**src/rtl/syn_harness_io.sv**
```systemverilog
// -----------------------------------------------------------------------------
// syn_harness_io
//
// Purpose:
//   A serial-to-parallel and parallel-to-serial harness that sits between the
//   top-level pads and a unit under synthesis. A 1-bit pad stream is
//   deserialised into framed IN_WIDTH-bit words. The unit's OUT_WIDTH-bit
//   result is captured a fixed LATENCY cycles after each word is issued, and
//   that result is folded down to a single output bit. This lets a wide
//   datapath synthesise while using only a few pins.
//
// Parameters:
//   IN_WIDTH   word length towards the unit (>= 1)
//   OUT_WIDTH  result length from the unit (>= 1)
//   LATENCY    pipeline depth of the unit, from word_vld to result capture (>= 0)
//   CNT_WIDTH  width of the capture counter (>= 1)
//
// Ports:
//   clk       in   1          clock; all state changes on the rising edge
//   rst_n     in   1          asynchronous active-low reset; clears every register
//   bit_in    in   1          serial data, sampled when shift_en = 1
//   shift_en  in   1          shift enable
//   word_out  out  IN_WIDTH   framed word to the unit; holds between frames
//   word_vld  out  1          1-cycle strobe: word_out was just updated
//   word_in   in   OUT_WIDTH  result from the unit
//   bit_out   out  1          folded result bit; holds between folds
//   out_vld   out  1          1-cycle strobe: bit_out was just updated
//   cap_cnt   out  CNT_WIDTH  number of results folded, modulo 2^CNT_WIDTH
//
// Strobe semantics:
//   word_vld and out_vld are valid-only strobes with no ready/back-pressure.
//   Each one is high for exactly one cycle per new value, and the matching
//   data output is stable for as long as the strobe is high. A consumer must
//   take the data in that cycle.
//
// Build option:
//   SYN_HARNESS_MISR_EN
//     Undefined: the fold is the parity of the current result only.
//     Defined:   an OUT_WIDTH-bit signature register (cleared only by reset)
//                is rotated left by one and XORed with each result, and the
//                fold is the parity of the new signature.
//
// Timing:
//   If word_vld is high in cycle T, out_vld is high in cycle T + LATENCY + 2.
// -----------------------------------------------------------------------------
module syn_harness_io #(
  parameter int IN_WIDTH  = 8,
  parameter int OUT_WIDTH = 8,
  parameter int LATENCY   = 0,
  parameter int CNT_WIDTH = 8
) (
  input  logic                 clk,
  input  logic                 rst_n,
  input  logic                 bit_in,
  input  logic                 shift_en,
  output logic [IN_WIDTH-1:0]  word_out,
  output logic                 word_vld,
  input  logic [OUT_WIDTH-1:0] word_in,
  output logic                 bit_out,
  output logic                 out_vld,
  output logic [CNT_WIDTH-1:0] cap_cnt
);

  localparam int BCNT_W = (IN_WIDTH > 1) ? $clog2(IN_WIDTH) : 1;
  localparam logic [BCNT_W-1:0] BCNT_LAST = BCNT_W'(IN_WIDTH - 1);

  // ---------------------------------------------------------------------------
  // Deserialiser
  // ---------------------------------------------------------------------------
  // 'shifted' is the shift register value after taking in bit_in. Only the
  // low IN_WIDTH-1 bits of the shift register are ever read again, because the
  // MSB is shifted out at the same moment a frame completes. So only those
  // bits are stored. When IN_WIDTH is 1 there is nothing to store at all.
  logic [IN_WIDTH-1:0] shifted;

  if (IN_WIDTH == 1) begin : g_sh_none
    assign shifted = bit_in;
  end else begin : g_sh
    logic [IN_WIDTH-2:0] sh_q, sh_d;

    assign shifted = {sh_q, bit_in};
    assign sh_d    = shift_en ? shifted[IN_WIDTH-2:0] : sh_q;

    always_ff @(posedge clk or negedge rst_n) begin
      if (!rst_n) sh_q <= '0;
      else        sh_q <= sh_d;
    end
  end

  logic [BCNT_W-1:0]   bcnt_q, bcnt_d;
  logic [IN_WIDTH-1:0] word_q, word_d;
  logic                word_vld_q, word_vld_d;

  always_comb begin
    bcnt_d     = bcnt_q;
    word_d     = word_q;
    word_vld_d = 1'b0;
    if (shift_en) begin
      if (bcnt_q == BCNT_LAST) begin
        bcnt_d     = '0;
        word_d     = shifted;
        word_vld_d = 1'b1;
      end else begin
        bcnt_d = bcnt_q + BCNT_W'(1);
      end
    end
  end

  always_ff @(posedge clk or negedge rst_n) begin
    if (!rst_n) begin
      bcnt_q     <= '0;
      word_q     <= '0;
      word_vld_q <= 1'b0;
    end else begin
      bcnt_q     <= bcnt_d;
      word_q     <= word_d;
      word_vld_q <= word_vld_d;
    end
  end

  assign word_out = word_q;
  assign word_vld = word_vld_q;

  // ---------------------------------------------------------------------------
  // Capture delay line: one register per pipeline stage of the unit. It is a
  // plain shift line, so back-to-back strobes each travel independently.
  // ---------------------------------------------------------------------------
  logic cap_en;

  if (LATENCY == 0) begin : g_dly_none
    assign cap_en = word_vld_q;
  end else begin : g_dly
    logic [LATENCY-1:0] dly_q, dly_d;
    logic [LATENCY:0]   dly_ext;

    assign dly_ext = {dly_q, word_vld_q};
    assign dly_d   = dly_ext[LATENCY-1:0];
    assign cap_en  = dly_q[LATENCY-1];

    always_ff @(posedge clk or negedge rst_n) begin
      if (!rst_n) dly_q <= '0;
      else        dly_q <= dly_d;
    end
  end

  // ---------------------------------------------------------------------------
  // Result capture and fold
  // ---------------------------------------------------------------------------
  logic [OUT_WIDTH-1:0] cap_r_q, cap_r_d;
  logic                 cap_vld_q, cap_vld_d;
  logic                 bit_q, bit_d;
  logic                 out_vld_q, out_vld_d;
  logic [CNT_WIDTH-1:0] cnt_q, cnt_d;
  logic                 fold_bit;

  assign cap_r_d   = cap_en ? word_in : cap_r_q;
  assign cap_vld_d = cap_en;

`ifdef SYN_HARNESS_MISR_EN
  logic [OUT_WIDTH-1:0] sig_q, sig_d, sig_rot, sig_next;

  if (OUT_WIDTH == 1) begin : g_rot_one
    assign sig_rot = sig_q;
  end else begin : g_rot
    assign sig_rot = {sig_q[OUT_WIDTH-2:0], sig_q[OUT_WIDTH-1]};
  end

  assign sig_next = sig_rot ^ cap_r_q;
  assign sig_d    = cap_vld_q ? sig_next : sig_q;
  assign fold_bit = ^sig_next;

  always_ff @(posedge clk or negedge rst_n) begin
    if (!rst_n) sig_q <= '0;
    else        sig_q <= sig_d;
  end
`else
  assign fold_bit = ^cap_r_q;
`endif

  always_comb begin
    bit_d     = bit_q;
    cnt_d     = cnt_q;
    out_vld_d = 1'b0;
    if (cap_vld_q) begin
      bit_d     = fold_bit;
      cnt_d     = cnt_q + CNT_WIDTH'(1);
      out_vld_d = 1'b1;
    end
  end

  always_ff @(posedge clk or negedge rst_n) begin
    if (!rst_n) begin
      cap_r_q   <= '0;
      cap_vld_q <= 1'b0;
      bit_q     <= 1'b0;
      cnt_q     <= '0;
      out_vld_q <= 1'b0;
    end else begin
      cap_r_q   <= cap_r_d;
      cap_vld_q <= cap_vld_d;
      bit_q     <= bit_d;
      cnt_q     <= cnt_d;
      out_vld_q <= out_vld_d;
    end
  end

  assign bit_out = bit_q;
  assign out_vld = out_vld_q;
  assign cap_cnt = cnt_q;

endmodule

```
**config.mk**
```make
export PLATFORM = sky130hd
export DESIGN_NAME = syn_harness_io
export DESIGN_NICKNAME = d
export VERILOG_FILES = /design/src/rtl/syn_harness_io.sv
export SDC_FILE = /design/constraint.sdc
export NUM_CORES = 1
export LEC_CHECK = 0
export ABC_AREA = 1
export CORE_UTILIZATION = 45
export DETAILED_ROUTE_END_ITERATION = 16
export PLACE_DENSITY = 0.75
export SLEW_MARGIN = 20
export SYNTH_ARGS = -nofsm -noshare
export SYNTH_HDL_FRONTEND = slang
export SYNTH_SLANG_ARGS = --single-unit
```
**constraint.sdc**
```tcl
create_clock -name clk -period 2.5 [get_ports clk]
set_clock_uncertainty 0.2 [all_clocks]
set_input_delay 0.25 -clock clk [delete_from_list [all_inputs] [get_ports clk]]
set_output_delay 0.25 -clock clk [all_outputs]
set_load 0.005 [all_outputs]
```
Word level (Yosys, flattened, before mapping). Index checks and enable logic that the tools add are counted.

Bits of input ports: 12. Word-level logic and storage cells: 18. Register bits: 38. Output and inout port bits: 19.

Add/sub/neg operators: 2. Multiplexer cells: 4. Reduce and logical (&&, ||, !) cells: 2. Equality and inequality tests: 1.

Operator list (number): 8-bit by 1-bit adder with 8-bit output (second input constant) (1); 8-bit parity (1); 3-bit by 1-bit adder with 3-bit output (second input constant) (1); 3-bit equality test (second input constant) (1); 1-bit two-way mux (3); 3-bit two-way mux (1); 2-bit AND reduction (1).

Logic depth before layout (Yosys ltp). Gate-level depths: netlist of run 1.

Depth after elaboration: 3. Mapped depth: 8. Gate-level depth less buffers: 8.

Worst setup path before layout of run 1. OpenSTA, ideal clock, no wires.

Kind: reg-to-reg. Start: register bcnt_q[0]. End: register word_q[1], in the netlist word_out[1]. Arrival: 1.149 ns. Path buffers: 1. Setup slack: 1.025 ns. Clock period less this slack: 1.475 ns. Library setup time: 0.126 ns. Required time: 2.174 ns. Cell stages (with the launch flop): 6. Path through: dfrtp_1 ha_1 ha_1 nand2_1 buf_2 o21ai_0.

Longest elaborated chain between the ends: 2.

Ends and longest elaborated chain: start, declared (line 90) `logic [BCNT_W-1:0] bcnt_q, bcnt_d;`; start signal, assigned (line 115) `bcnt_q <= bcnt_d;`; 3-bit equality test (line 99) `if (bcnt_q == BCNT_LAST) begin`; 2-bit AND reduction (no line); end signal, assigned (line 116) `word_q <= word_d;`; end, declared (line 91) `logic [IN_WIDTH-1:0] word_q, word_d;`.

Every way passes these cells. A chain may end at the register's enable or synchronous reset.

Worst setup path after layout of run 1.
Start: register word_vld_q, in the netlist word_vld. End: output word_vld.

RTL lines: start, declared (line 92) `logic word_vld_q, word_vld_d;`; start signal, assigned (line 117) `word_vld_q <= word_vld_d;`; end, declared (line 57) `output logic word_vld,`.

No word-level cell between the ends.

==> results.ini, run 1 <==
[worst_setup_path]
setup.worst_path.class = flip-flop to primary output
startpoint_type = flip-flop
worst-path-buf-inv = 1
critPathMaxFanout = 18
slowest_stage = dfrtp_1
cp.required_ps = 2050
max_stage_delay_ps = 650
path_delay_family = flip-flops
end_kind = primary output
path_cells = clkdlybuf4s50_1
crit_arrival_ps = 1580

[floorplan]
die_h_um = 62.3
die_area_um2 = 3880
num_rows = 21
core_um2 = 3420
initial_core_util_pct = 47.9
ios = 31
die_w_um = 62.3

[cts]
htreeDepth = 2
cts_root_buf = clkbuf_4
cts_tree = yes
clk_pin_slew_ps = 100
clock_latency_ps = 330
clk_path_buf_depth = 2
clkSinkCount = 38
postCtsSetupBuffers = 0
numCtsBuffers = 5
cts_resized = 0

[logic_synthesis]
post-synth-top-count-cell = nand2_1
synth_top_area_share_pct = 58.1
synth-seq-cells = 38
synth_warnings = 0
syn_avg_cell_area_um2 = 8.99
yosys-top-cells-count = nand2_1, dfrtp_1, o21ai_0, inv_1, xor2_1
syn_nets = 197
synthesis.instances = 182
synth-seq-area-share_pct = 58.1
synthesis.area_um2 = 1640
synth_area_leaders = dfrtp_1, nand2_1, o21ai_0
yosysUniqueCellTypes = 17
async_flop_share_pct = 100
yosys.area.top_type = dfrtp_1
yosys_most_used_dff = dfrtp_1
synth_edf_count = 0

[place]
gp_congestion = 0.713
dp_hpwl_um = 1860
io_buffer_count = 30
pre_cts_ws_ps = 774

[finish]
nNetsFinal = 231
fin_util_pct = 59.5
antenna_cells = 0
area_growth_pct = 24.1
n_fill_cell = 314
layout-drive-gt1-share_pct = 6.98

[detailed_routing]
vias_per_cell = 4.52
met2_length_um = 1200
wl_met3_um = 111
met1Wirelength_um = 1280
drcViolationCount = 0
drt_wl_total_um = 2660
drtAntennaViolNets = 0
drt_iter0_markers = 34
wl_per_cell_um = 10.2
vias = 1180
top_layer = met4
drt_first_pass_iters = 4

[power_and_ir_drop]
pwr-share-comb_pct = 35.3
powerDensity_nw_per_um2 = 965
power.leakage_nw = 1.01
switching_share_pct = 34.2
power.switching_mw = 0.671
p_int_mw = 1.29
power.share.clock_pct = 15.7
vdd_drop_max_mv = 0.484
sequentialPowerShare_pct = 49.1

[grt]
grt_start_max_net_pins = 39
grt-ovfl-total = 0
antenna_found_initial = 0
grt_usage_pct = 16.3
grt_first_pass_wirelength_um = 4940
grt_pass1_vias = 1147

[timing]
drv_slew = 0
finalCritPeriodShare_pct = 81.1
slew_headroom_pct = 46.2
hold_viol_final = 0
whs_ps = 266
worst_slew_pin_slew_ps = 808
tns_ps = 0
setup_ws_ps = 472
fin_crit_ps = 2030
grt_setup_unrepaired = false
setup_violations = 0
fmax_ghz = 0.493

[min_path]
hp-class = input port to flip-flop

[run_status]
status = complete, no violations

[job]
max-cap-violations = 0

[sequential cells by signal (all words and copies together), names as in the netlist]
name and count:
bit_out 1, cap_cnt 8, g_sh.sh_q 7, word_vld 1
bcnt_q 3, out_vld 1, cap_vld_q 1, cap_r_q 8
word_out 8
[stage by stage]
stage / instance area (µm²) / total power [mW] / instances
3_3_place_gp: 1970 / 1.64 / 254
5_1_grt: 2030 / 2.15 / 261
2_1_floorplan: 1640 / 1.36 / 182
6_report: 2030 / 1.96 / 261
4_1_cts: 2030 / 1.99 / 261
3_5_place_dp: 1970 / 1.67 / 254
[area by class of cell]
type                            count  area (µm²)  area share, %
Inverter                           22        82.6           4.07
Clock buffer                        6        51.3           2.53
Timing Repair Buffer               32         313           15.4
Tap cell                           46        57.6           2.83
Sequential cell                    38         951           46.8
Multi-Input combinational cell    117         576           28.3
[routing by layer]
metal,vias to the layer above,global-route usage (%)
met5,-,0
li1,623,-
met3,6,5.15
met2,21,25.4
met4,0,7.85
met1,530,20.6
[cell usage in the layout (no fill, tap or decap), types with 3 or more instances in the layout]
cell	netlist	layout
clkdlybuf4s50_1	0	29
clkbuf_4	0	5
dfrtp_1	38	38
nand3_1	3	3
inv_1	22	22
xor2_1	6	6
ha_1	3	3
o21ai_0	23	23
nand2_1	71	71
[power groups by stage]
stage | sequential (mW) | clock (mW) | combinational (mW)
CTS | 0.965 | 0.324 | 0.700
finish | 0.962 | 0.307 | 0.691
global route | 0.993 | 0.348 | 0.807
global placement | 0.971 | 0 | 0.673
detailed placement | 0.973 | 0 | 0.700
floorplan | 0.946 | 0 | 0.416
[logic make-up (layout without fill, tap and decap cells)]
group	count (synthesis)	after routing	share of synthesized area, %
flip-flops	38	38	58.1
AND/OR/NAND/NOR	81	81	20.8
buffers and inverters	27	60	6.73
XOR/XNOR	7	7	3.75
AO/OA/AOI/OAI	25	25	7.65
adder cells (fa/ha/maj)	3	3	2.29
multiplexers	1	1	0.688
[path summary, 6_finish.rpt]
kind,startpoint,to,slack (ps),depth (start not counted)
worst min-delay path,word_in[5],cap_r_q[5]$_DFFE_PN0P_,270,3
worst max-delay path,word_vld$_DFF_PN0_,word_vld,470,1
worst max register to register,bcnt_q[0]$_DFFE_PN0P_,word_out[0]$_DFFE_PN0P_,830,6
worst min register to register,bcnt_q[0]$_DFFE_PN0P_,bcnt_q[0]$_DFFE_PN0P_,290,1
max in group asynchronous,rst_n,g_sh.sh_q[3]$_DFFE_PN0P_,1260,2
min in group asynchronous,rst_n,word_out[4]$_DFFE_PN0P_,330,2
[repair_timing]
item,4_1_cts,5_1_grt
setup endpoints to repair,0,0
endpoints found under the hold margin,38,0
hold buffers,1,0
(Power assumes the default switching activity.)
==> run 2: changes to the inputs <==
==> constraint.sdc (replaced) <==
create_clock -name clk -period 2.1 [get_ports clk]
set_clock_uncertainty 0.2 [all_clocks]
set_input_delay 0.21 -clock clk [delete_from_list [all_inputs] [get_ports clk]]
set_output_delay 0.21 -clock clk [all_outputs]
set_load 0.005 [all_outputs]
==> run 2 against run 1 <==
  * Utilization increased by 1.8 points
  * Combinational power increased by 22%
  * Global-route usage increased by 0.27 points
  * Worst setup slack got worse by 110 ps
  * Total power increased by 33%
  * First-iteration DRC count increased by 79%
  * Flip-flop and latch count unchanged
  * Non-clock buffer count increased by 1
  * Critical path depth unchanged
  * Design area increased by 3.1%
==> results.ini, run 2 (same netlist as run 1, synthesis figures left out) <==
[worst_setup_path]
max_stage_delay_ps = 530  ; -120 ps
worst-path-buf-inv = 1  ; unchanged
crit_arrival_ps = 1330  ; -250 ps
setup.worst_path.class = flip-flop to primary output
slowest_stage = clkdlybuf4s50_1
critPathMaxFanout = 4  ; -14
startpoint_type = flip-flop
cp.required_ps = 1690  ; -360 ps
end_kind = primary output
path_cells = clkdlybuf4s50_1
path_delay_family = buffers and inverters

[timing]
worst_slew_pin_slew_ps = 805  ; -3.00 ps
hold_viol_final = 0  ; unchanged
fmax_ghz = 0.576
drv_slew = 0  ; unchanged
fin_crit_ps = 1740
finalCritPeriodShare_pct = 82.7
tns_ps = 0  ; unchanged
grt_setup_unrepaired = false
setup_violations = 0  ; unchanged
slew_headroom_pct = 46.4  ; +0.20 points

[floorplan]
die_w_um = 62.3  ; unchanged
die_area_um2 = 3880  ; unchanged
num_rows = 21  ; unchanged
core_um2 = 3420  ; unchanged
ios = 31  ; unchanged
die_h_um = 62.3  ; unchanged
initial_core_util_pct = 47.9  ; unchanged

[grt]
antenna_found_initial = 0  ; unchanged
grt_pass1_vias = 1194  ; +4.1%
grt-ovfl-total = 0  ; unchanged
grt_start_max_net_pins = 39  ; unchanged
grt_usage_pct = 16.6  ; +0.27 points
grt_first_pass_wirelength_um = 4920  ; -0.43%

[finish]
layout_commonest_cell = nand2_1
layout-drive-gt1-share_pct = 8.26  ; +1.3 points
layout_common_cells = nand2_1, dfrtp_1, clkdlybuf4s50_1, o21ai_0, inv_1
fin_util_pct = 61.3  ; +1.8 points
final_cell_area_um2 = 2090  ; +3.1%
n_fill_cell = 310  ; -1.3%
nNetsFinal = 232  ; +0.43%
area_growth_pct = 27.9
antenna_cells = 0  ; unchanged

[detailed_routing]
drt_first_pass_iters = 4  ; unchanged
drtAntennaViolNets = 0  ; unchanged
wl_per_cell_um = 10.2  ; -0.17%
vias = 1227  ; +4.0%
vias_per_cell = 4.65  ; +2.8%
drcViolationCount = 0  ; unchanged
drt_wl_total_um = 2680  ; +0.98%
drt_iter0_markers = 61  ; +79%

[cts]
numCtsBuffers = 5  ; unchanged
clk_path_buf_depth = 2  ; unchanged
cts_root_buf = clkbuf_4
cts_tree = yes
clkSinkCount = 38  ; unchanged
htreeDepth = 2  ; unchanged
clock_latency_ps = 350  ; +20 ps
clk_pin_slew_ps = 120  ; +20 ps

[power_and_ir_drop]
powerDensity_nw_per_um2 = 1240  ; +29%
power.leakage_nw = 1.04  ; +3.0%
vdd_drop_max_mv = 0.819  ; +69%
p_int_mw = 1.76  ; +36%
p_total_mw = 2.60  ; +33%
power.switching_mw = 0.845  ; +26%
sequentialPowerShare_pct = 43.7  ; -5.4 points
pwr-share-comb_pct = 32.3  ; -3.0 points
power.share.clock_pct = 24.0  ; +8.3 points
switching_share_pct = 32.5  ; -1.8 points

[place]
dpl_cell_area_um2 = 1980  ; +0.38%
io_buffer_count = 30  ; unchanged
dp_hpwl_um = 1900  ; +2.1%
gp_congestion = 0.792  ; +11%

[job]
max-cap-violations = 0  ; unchanged

[min_path]
hp-class = input port to flip-flop

[run_status]
status = complete, no violations

[run 2: cell types whose count changed in the layout (fill, tap and decap cells not counted), sizes merged]
cell	before	now
buf	2	3
clkinv	0	1
clkbuf	6	5
bufinv	0	2
[run 2: layout make-up]
class                      count  area (µm²)  share of cell area, %
multi-input combinational    117         576                   27.5
clock inverter                 3        68.8                   3.29
clock buffer                   5        37.5                   1.79
timing repair buffer          33         320                   15.3
sequential                    38         951                   45.4
inverter                      22        82.6                   3.95
tap                           46        57.6                   2.75
[run 2: through the flow]
step	hold WS (ps)	cells	worst slack, ps
2_1_floorplan	-286	182	625
6_report	213	264	364
5_1_grt	199	264	271
3_5_place_dp	154	255	437
3_3_place_gp	150	255	501
4_1_cts	199	264	332
[run 2: path summary, 6_finish.rpt]
path / from / to / slack (ps) / cells after the start
setup / recovery: cap_cnt[2]$_DFFE_PN0P_ / cap_cnt[2] / 360 / 1
hold / removal: word_in[5] / cap_r_q[5]$_DFFE_PN0P_ / 210 / 3
setup reg to reg: bcnt_q[0]$_DFFE_PN0P_ / word_out[0]$_DFFE_PN0P_ / 450 / 6
hold reg to reg: bcnt_q[0]$_DFFE_PN0P_ / bcnt_q[0]$_DFFE_PN0P_ / 290 / 1
max in group asynchronous: rst_n / word_vld$_DFF_PN0_ / 930 / 2
min in group asynchronous: rst_n / word_out[3]$_DFFE_PN0P_ / 270 / 2
[run 2: what timing repair did]
item / CTS / global route
endpoints found under the hold margin: 38 / 0
hold buffers: 1 / 0
resized for setup: 0 / 0
buffers inserted: 0 / 0
setup endpoints to repair: 0 / 0
[run 2: per-layer routing]
metal	track usage [%]	part of all wire (%)	up-vias
met3	6.62	5.2	5
met4	6.98	1.8	0
li1	-	-	627
met1	20.8	47	569
met2	25.4	46	26
met5	0	0	-
[run 2: power groups by stage]
stage / logic (mW) / clock network, mW / registers [mW]
after CTS: 0.854 / 0.642 / 1.14
after global routing: 0.979 / 0.677 / 1.17
after detailed placement: 0.848 / 0 / 1.15
after floorplan: 0.496 / 0 / 1.13
final: 0.841 / 0.624 / 1.14
after global placement: 0.817 / 0 / 1.15
